File: config.mk
export PLATFORM = sky130hd
export DESIGN_NAME = spectrum_frame_ctrl_flat
export DESIGN_NICKNAME = d
export VERILOG_FILES = /design/src/rtl/spectrum_pkg.sv /design/src/rtl/spectrum_frame_ctrl_if.sv /design/src/rtl/spectrum_frame_ctrl_peak_hold_alu.sv /design/src/rtl/spectrum_frame_ctrl.sv /design/src/flat_wrapper.sv
export SDC_FILE = /design/constraint.sdc
export NUM_CORES = 1
export LEC_CHECK = 0
export CORE_MARGIN = 2
export CORE_UTILIZATION = 27
export CTS_CLUSTER_DIAMETER = 40
export DETAILED_ROUTE_END_ITERATION = 8
export SYNTH_ARGS = -nofsm -noshare
export SYNTH_HDL_FRONTEND = slang
export SYNTH_SLANG_ARGS = --single-unit
File: constraint.sdc
create_clock -name vga_clk -period 13.2 [get_ports vga_clk]
set_input_delay 3.3 -clock vga_clk [delete_from_list [all_inputs] [get_ports vga_clk]]
set_output_delay 3.3 -clock vga_clk [all_outputs]
set_load 0.05 [all_outputs]
File: src/rtl/spectrum_pkg.sv
// spectrum_pkg -- shared definitions for the spectrum frame scheduler.
//   Default bin geometry, vblank line and decay settings, the FSM state
//   enum, and a helper that extracts one bin from a packed spectrum bus.
package spectrum_pkg;

   localparam int              NUM_BINS_DEF     = 16;
   localparam int              BIN_W_DEF        = 16;
   localparam int              V_ACTIVE_DEF     = 480;
   localparam logic [15:0]     DECAY_STEP_DEF   = 16'h0040;
   localparam int              DECAY_FRAMES_DEF = 2;

   typedef enum logic [1:0] {
      ST_IDLE   = 2'd0,
      ST_UPDATE = 2'd1,
      ST_DONE   = 2'd2
   } state_t;

   // Bin idx of a packed spectrum bus; bin i sits at [i*BIN_W +: BIN_W].
   function automatic logic [BIN_W_DEF-1:0] bin_slice(
      input logic [NUM_BINS_DEF*BIN_W_DEF-1:0] bus,
      input int                                idx
   );
      return bus[idx*BIN_W_DEF +: BIN_W_DEF];
   endfunction

endpackage

File: src/rtl/spectrum_frame_ctrl_if.sv
// spectrum_frame_ctrl_if -- spectrum source handshake.
//   sound_signal : packed spectrum, bin i at [i*BIN_W +: BIN_W]
//   sound_valid  : source has a spectrum to hand over
//   sound_ready  : scheduler snapshot buffer is free
//   master = spectrum source, slave = spectrum_frame_ctrl.
interface spectrum_frame_ctrl_if
   import spectrum_pkg::*;
#(
   parameter int NUM_BINS = NUM_BINS_DEF,
   parameter int BIN_W    = BIN_W_DEF
);

   logic [NUM_BINS*BIN_W-1:0] sound_signal;
   logic                      sound_valid;
   logic                      sound_ready;

   modport master (output sound_signal, output sound_valid, input  sound_ready);
   modport slave  (input  sound_signal, input  sound_valid, output sound_ready);

endinterface

File: src/rtl/spectrum_frame_ctrl_peak_hold_alu.sv
// peak_hold_alu -- combinational per-bin peak-hold step.
//   new_bin  : incoming bin value (0 when no new spectrum this frame)
//   held_bin : currently displayed value of the same bin
//   decay    : this frame applies one saturating decay step
//   disp_bin : next displayed value = max(new_bin, decayed held_bin)
// All comparisons are unsigned.
module peak_hold_alu
   import spectrum_pkg::*;
#(
   parameter int               BIN_W      = BIN_W_DEF,
   parameter logic [BIN_W-1:0] DECAY_STEP = BIN_W'(DECAY_STEP_DEF)
) (
   input  logic [BIN_W-1:0] new_bin,
   input  logic [BIN_W-1:0] held_bin,
   input  logic             decay,
   output logic [BIN_W-1:0] disp_bin
);

   // Floors at zero so quiet bins never wrap to full scale.
   function automatic logic [BIN_W-1:0] sat_dec(input logic [BIN_W-1:0] v);
      return (v > DECAY_STEP) ? v - DECAY_STEP : '0;
   endfunction

   function automatic logic [BIN_W-1:0] umax(input logic [BIN_W-1:0] a,
                                             input logic [BIN_W-1:0] b);
      return (a > b) ? a : b;
   endfunction

   logic [BIN_W-1:0] held_dec;

   assign held_dec = decay ? sat_dec(held_bin) : held_bin;
   assign disp_bin = umax(new_bin, held_dec);

endmodule

File: src/rtl/spectrum_frame_ctrl.sv
// spectrum_frame_ctrl -- frame-synchronous spectrum scheduler for graphics.
//   Buffers one spectrum snapshot from the source and commits it to the
//   display bin bank in a serial one-bin-per-cycle pass started at the
//   vblank event (hc==0 && vc==V_ACTIVE), so bars never tear mid-frame.
// Ports:
//   vga_clk, reset_n : pixel clock, asynchronous active-low reset
//   hc, vc           : VGA horizontal / vertical counters
//   snd (slave)      : sound_signal / sound_valid / sound_ready handshake
//   display_bins     : committed bins, same packing as sound_signal
//   current_peak     : max of display_bins after the last pass
//   frame_tick       : one-cycle pulse when a frame's work completes
//   busy             : pass in progress (UPDATE and DONE)
// Build option: define SPECTRUM_PEAK_HOLD_EN for peak-hold with periodic
//   decay and a pass every vblank; otherwise bins are copied straight from
//   the snapshot and a pass runs only when a snapshot is pending.
module spectrum_frame_ctrl
   import spectrum_pkg::*;
#(
   parameter int               NUM_BINS     = NUM_BINS_DEF,
   parameter int               BIN_W        = BIN_W_DEF,
`ifdef SPECTRUM_PEAK_HOLD_EN
   parameter logic [BIN_W-1:0] DECAY_STEP   = BIN_W'(DECAY_STEP_DEF),
   parameter int               DECAY_FRAMES = DECAY_FRAMES_DEF,
`endif
   parameter int               V_ACTIVE     = V_ACTIVE_DEF
) (
   input  logic                      vga_clk,
   input  logic                      reset_n,
   input  logic [9:0]                hc,
   input  logic [9:0]                vc,
   spectrum_frame_ctrl_if.slave      snd,
   output logic [NUM_BINS*BIN_W-1:0] display_bins,
   output logic [BIN_W-1:0]          current_peak,
   output logic                      frame_tick,
   output logic                      busy
);

   localparam int IDX_W = (NUM_BINS > 1) ? $clog2(NUM_BINS) : 1;

   state_t           state, state_nx;
   logic [IDX_W-1:0] bin_idx;
   logic             use_new;
   logic             pend_valid;
   logic [BIN_W-1:0] pend [NUM_BINS];
   logic [BIN_W-1:0] disp [NUM_BINS];
   logic [BIN_W-1:0] runmax;

   logic             vblank_evt;
   logic             last_bin;
   logic             start_pass;
   logic             tick_nx;
   logic             capture;
   logic [BIN_W-1:0] new_bin;
   logic [BIN_W-1:0] disp_nx;

   function automatic logic [BIN_W-1:0] umax(input logic [BIN_W-1:0] a,
                                             input logic [BIN_W-1:0] b);
      return (a > b) ? a : b;
   endfunction

   assign vblank_evt = (hc == 10'd0) && (vc == 10'(V_ACTIVE));
   assign last_bin   = (bin_idx == IDX_W'(NUM_BINS-1));
   assign capture    = snd.sound_valid && !pend_valid;
   assign new_bin    = use_new ? pend[bin_idx] : '0;

   assign snd.sound_ready = ~pend_valid;

   for (genvar g = 0; g < NUM_BINS; g++) begin : g_out
      assign display_bins[g*BIN_W +: BIN_W] = disp[g];
   end

`ifdef SPECTRUM_PEAK_HOLD_EN
   localparam int FC_W = (DECAY_FRAMES > 1) ? $clog2(DECAY_FRAMES) : 1;

   logic [FC_W-1:0] frame_cnt;
   logic            decay_frame;

   assign decay_frame = (frame_cnt == FC_W'(DECAY_FRAMES-1));

   peak_hold_alu #(
      .BIN_W      (BIN_W),
      .DECAY_STEP (DECAY_STEP)
   ) u_alu (
      .new_bin  (new_bin),
      .held_bin (disp[bin_idx]),
      .decay    (decay_frame),
      .disp_bin (disp_nx)
   );

   always_ff @(posedge vga_clk or negedge reset_n) begin
      if (!reset_n) begin
         frame_cnt <= '0;
      end else if (state == ST_DONE) begin
         frame_cnt <= decay_frame ? '0 : frame_cnt + FC_W'(1);
      end
   end
`else
   assign disp_nx = new_bin;
`endif

   // FSM state register
   always_ff @(posedge vga_clk or negedge reset_n) begin
      if (!reset_n) state <= ST_IDLE;
      else          state <= state_nx;
   end

   // FSM next state; a vblank event outside IDLE is ignored
   always_comb begin
      state_nx   = state;
      start_pass = 1'b0;
      tick_nx    = 1'b0;
      case (state)
         ST_IDLE: begin
            if (vblank_evt) begin
`ifdef SPECTRUM_PEAK_HOLD_EN
               start_pass = 1'b1;
               state_nx   = ST_UPDATE;
`else
               // Nothing pending: skip the pass but still mark the frame.
               if (pend_valid) begin
                  start_pass = 1'b1;
                  state_nx   = ST_UPDATE;
               end else begin
                  tick_nx = 1'b1;
               end
`endif
            end
         end
         ST_UPDATE: begin
            if (last_bin) begin
               state_nx = ST_DONE;
               tick_nx  = 1'b1;
            end
         end
         ST_DONE:  state_nx = ST_IDLE;
         default:  state_nx = ST_IDLE;
      endcase
   end

   // Snapshot data bank, written only on a handshake transfer
   always_ff @(posedge vga_clk) begin
      if (capture) begin
         for (int i = 0; i < NUM_BINS; i++) pend[i] <= bin_slice(snd.sound_signal, i);
      end
   end

   // Pass control, display bank and registered outputs
   always_ff @(posedge vga_clk or negedge reset_n) begin
      if (!reset_n) begin
         bin_idx      <= '0;
         use_new      <= 1'b0;
         pend_valid   <= 1'b0;
         runmax       <= '0;
         current_peak <= '0;
         frame_tick   <= 1'b0;
         busy         <= 1'b0;
         for (int i = 0; i < NUM_BINS; i++) disp[i] <= '0;
      end else begin
         frame_tick <= tick_nx;
         busy       <= (state_nx != ST_IDLE);

         // Snapshot is released only once its pass has fully committed.
         if (state == ST_DONE && use_new) pend_valid <= 1'b0;
         else if (capture)                pend_valid <= 1'b1;

         if (start_pass) begin
            bin_idx <= '0;
            use_new <= pend_valid;
            runmax  <= '0;
         end

         if (state == ST_UPDATE) begin
            disp[bin_idx] <= disp_nx;
            runmax        <= umax(runmax, disp_nx);
            bin_idx       <= bin_idx + IDX_W'(1);
         end

         if (state == ST_DONE) current_peak <= runmax;
      end
   end

endmodule
File: src/flat_wrapper.sv
// flat-port wrapper written by rule: the top's interface ports become plain ports
module spectrum_frame_ctrl_flat import spectrum_pkg::*;
#(
   parameter int               NUM_BINS     = NUM_BINS_DEF,
   parameter int               BIN_W        = BIN_W_DEF,

   parameter int               V_ACTIVE     = V_ACTIVE_DEF
)
  (vga_clk, reset_n, hc, vc, display_bins, current_peak, frame_tick, busy, snd_sound_signal, snd_sound_valid, snd_sound_ready);
  spectrum_frame_ctrl_if #(.NUM_BINS(NUM_BINS), .BIN_W(BIN_W)) snd_i ();
  input  logic vga_clk;
  input  logic reset_n;
  input  logic [9:0] hc;
  input  logic [9:0] vc;
  output logic [NUM_BINS*BIN_W-1:0] display_bins;
  output logic [BIN_W-1:0] current_peak;
  output logic frame_tick;
  output logic busy;
  input wire logic [$bits(snd_i.sound_signal)-1:0] snd_sound_signal;
  input wire logic [$bits(snd_i.sound_valid)-1:0] snd_sound_valid;
  output wire logic [$bits(snd_i.sound_ready)-1:0] snd_sound_ready;
  assign snd_i.sound_signal = snd_sound_signal;
  assign snd_i.sound_valid = snd_sound_valid;
  assign snd_sound_ready = snd_i.sound_ready;
  spectrum_frame_ctrl #(.NUM_BINS(NUM_BINS), .BIN_W(BIN_W), .V_ACTIVE(V_ACTIVE)) u_core (.vga_clk(vga_clk), .reset_n(reset_n), .hc(hc), .vc(vc), .snd(snd_i), .display_bins(display_bins), .current_peak(current_peak), .frame_tick(frame_tick), .busy(busy));
endmodule
==> qor.yml <==
timing.critical_path.required_ns: 13.67
fraction_of_layout_instances_using_a_drive_strength_above_1_pct: 19.02
critical_path_fanout_max: 22
timing.hold.worst_path_depth: 2
cp-end-kind: "flop"
critPathArrivalTime_ns: 5.99
cts_repair_resize_count: 0
ios: 554
design.core.area_um2: 77470
clkSinkCount: 554
grt_pass1_wl_um: 96480
dieHeight_um: 283.9
worst-r2r-setup-slack_ns: 7.69
cts_max_path_buffers: 3
area.sequential_um2: 15150
post_syn_area_um2: 21150
layout.cells.most_common: "sky130_fd_sc_hd__clkdlybuf4s50_1"
warnings_from_yosys: 0
cts_max_level: 3
tritoncts.num_buffers: 90
synth-seq-area-share_pct: 71.59
finalNetCount: 2230
detailedRoute.firstIterationViolations: 766
dp_hpwl_um: 47750
hold_path_class: "flop to flop"
layoutNonFillerInstCount: 3053
post_cts_buffers: 0
finalHoldViolCount: 0
timing.final.crit_share_pct: 41.85
grt.overflow.total: 0
dp.cells: 2879
rr_worst_depth: 11
max_slew_margin_pct: 23.16
fillerInstances: 7179
total_leakage_power_nw: 11.82
synth_top_cell_by_area: "sky130_fd_sc_hd__edfxtp_1"
crit_path_start_kind: "input pin"
vias_per_cell: 4.454
post_synth_num_cell_types: 41
routabilityCongestion: 0.8068
synth.top_cells.by_area: "sky130_fd_sc_hd__edfxtp_1 36%, sky130_fd_sc_hd__dfrtp_1 35%, sky130_fd_sc_hd__mux4_2 6.8%, sky130_fd_sc_hd__mux2_2 5.1%, sky130_fd_sc_hd__nand2_1 3.9%"
area.growth.synth_to_final_pct: 46.77
grtUsageMet2_pct: 27.55
timing.clock.skew_ns: 0.04437
io_buffers: 553
root_buffer_cell: "sky130_fd_sc_hd__clkbuf_16"
criticalPathCategory: "input pin to flop"
grt_max_degree: 193
most-common-layout-cells: "552 x sky130_fd_sc_hd__clkdlybuf4s50_1, 295 x sky130_fd_sc_hd__dfrtp_1, 256 x sky130_fd_sc_hd__edfxtp_1"
wire_per_inst_um: 21.97
status: "finished clean"
timing.hold.ws_ns: 0.4744
detail_route.first_pass.iterations: 7
synth.ff_latch_count: 554
vdd_drop_max_uv: 106.9
global_route.peak_usage_layer: "met2"
final-setup-viol-count: 0
tritoncts: "yes"
post_synth.cell_area_avg_um2: 15.66
totalWireLength_um: 67090
post_cts_hold_buffer_count: 0
timing.setup.tns_ns: 0
drc_errors: 0
rsz0062_at_grt: "no"
fin_crit_period_ns: 5.524
powerDensity_nw_per_um2: 142.1
worst_max_slew_pin_slew_ns: 1.153
grt.met1_usage_pct: 19.19
drt.antenna.violating_nets: 0
grt.met3_usage_pct: 5.788
synth_top_area_share_pct: 36.34
syn_inst: 1351
grt_util_all_layers_pct: 16.33
multi_input_area_um2: 5528
die-area_um2: 80600
first_global_vias: 14409
initial_antenna_violation_count: 7
postSynthNetCount: 1650
slew_viol_final: 0
dieWidth_um: 283.9
maxCapViolCount: 0
vias: 13599
path_clk_slew_ns: 0.05
placementRows: 102
starting_density_of_the_core_pct: 27.31
fmaxAchievable_mhz: 181.0
clock_latency_ns: 0.63
-- kinds of logic (layout without fill, tap and decap cells) --
family	count (synthesis)	in the layout	share of synthesized area, %
flops	554	554	71.59
fa+ha+maj	20	20	1.183
mux	207	207	14.14
other cells	0	5	0
xor+xnor	1	1	0.04141
simple gates	254	254	4.945
compound gates	210	210	5.761
buf+inv	105	762	2.336
-- registers in the layout, indices dropped and copies added, names as in the netlist --
register	cells
u_core.frame_tick	1
u_core.bin_idx	4
u_core.use_new	1
u_core.display_bins	256
u_core.state	2
u_core.pend	256
u_core.busy	1
u_core.pend_valid	1
u_core.runmax	16
u_core.current_peak	16
-- final timing paths --
path | to | startpoint
worst max-delay path | u_core.runmax[15] | vc[8]
worst min-delay path | u_core.display_bins[0] | u_core.display_bins[0]
worst max register to register | u_core.runmax[10] | u_core.bin_idx[0]
worst min register to register | u_core.display_bins[0] | u_core.display_bins[0]
max in group asynchronous | u_core.display_bins[64] | reset_n
min in group asynchronous | u_core.display_bins[0] | reset_n
-- Yosys cell counts, drive strengths merged --
library cell,number
a2111oi,1
a21boi,1
a21o,1
a21oi,7
a31oi,1
and2,1
buf,36
clkbuf,48
dfrtp,298
edfxtp,256
ha,20
inv,21
mux2,95
mux2i,48
mux4,64
nand2,217
nand2b,5
nand3,5
nand4,8
nand4b,1
nor2,5
nor2b,3
nor3,2
nor3b,1
nor4,2
o211ai,1
o21ai,181
o22ai,17
or4,3
or4b,1
xnor2,1
-- area by class of cell --
type | count | share of cell area [%]
inverters | 21 | 0.2539
clock buffers | 100 | 7.504
flip-flops and latches | 554 | 48.81
diodes | 5 | 0.04030
multi-input cells | 692 | 17.80
repair buffers | 572 | 18.38
well taps | 1040 | 4.191
clock inverters | 69 | 3.018
-- stage by stage --
stage | util, % | total power, mW | worst slack [ns] | instance area [µm²]
4_1_cts | 40.06 | 4.473 | 7.528 | 31040
2_1_floorplan | - | 1.843 | 2.797 | 21160
3_3_place_gp | 35.85 | 1.950 | 7.161 | 27770
3_5_place_dp | 35.85 | 1.951 | 7.009 | 27770
5_1_grt | 40.07 | 4.549 | 7.298 | 31040
6_report | 40.08 | 4.413 | 7.676 | 31050
-- power by group --
part           total, mW  internal (mW)  leakage (nW)  switching [mW]
Clock               2.50           1.59          1.58           0.912
Sequential          1.81           1.81          6.29       0.0000730
Combinational      0.107         0.0729          3.95          0.0345
Total               4.41           3.47          11.8           0.947
-- critical path: stages --
cell and delay (ns):
sky130_fd_sc_hd__clkdlybuf4s50_1 0.46, sky130_fd_sc_hd__or4b_2 0.59, sky130_fd_sc_hd__nor4_1 0.32, sky130_fd_sc_hd__nand4_1 0.87, sky130_fd_sc_hd__nand2_1 0.34, sky130_fd_sc_hd__mux2i_1 0.11
-- routing by layer --
| metal | part of all wire [%] | wire length [µm] |
|---|---|---|
| met5 | 0.019 | 13 |
| met2 | 49 | 32610 |
| met4 | 2.7 | 1818 |
| met3 | 9.8 | 6574 |
| met1 | 39 | 26070 |
No activity file was read; power rests on OpenSTA's default activity.
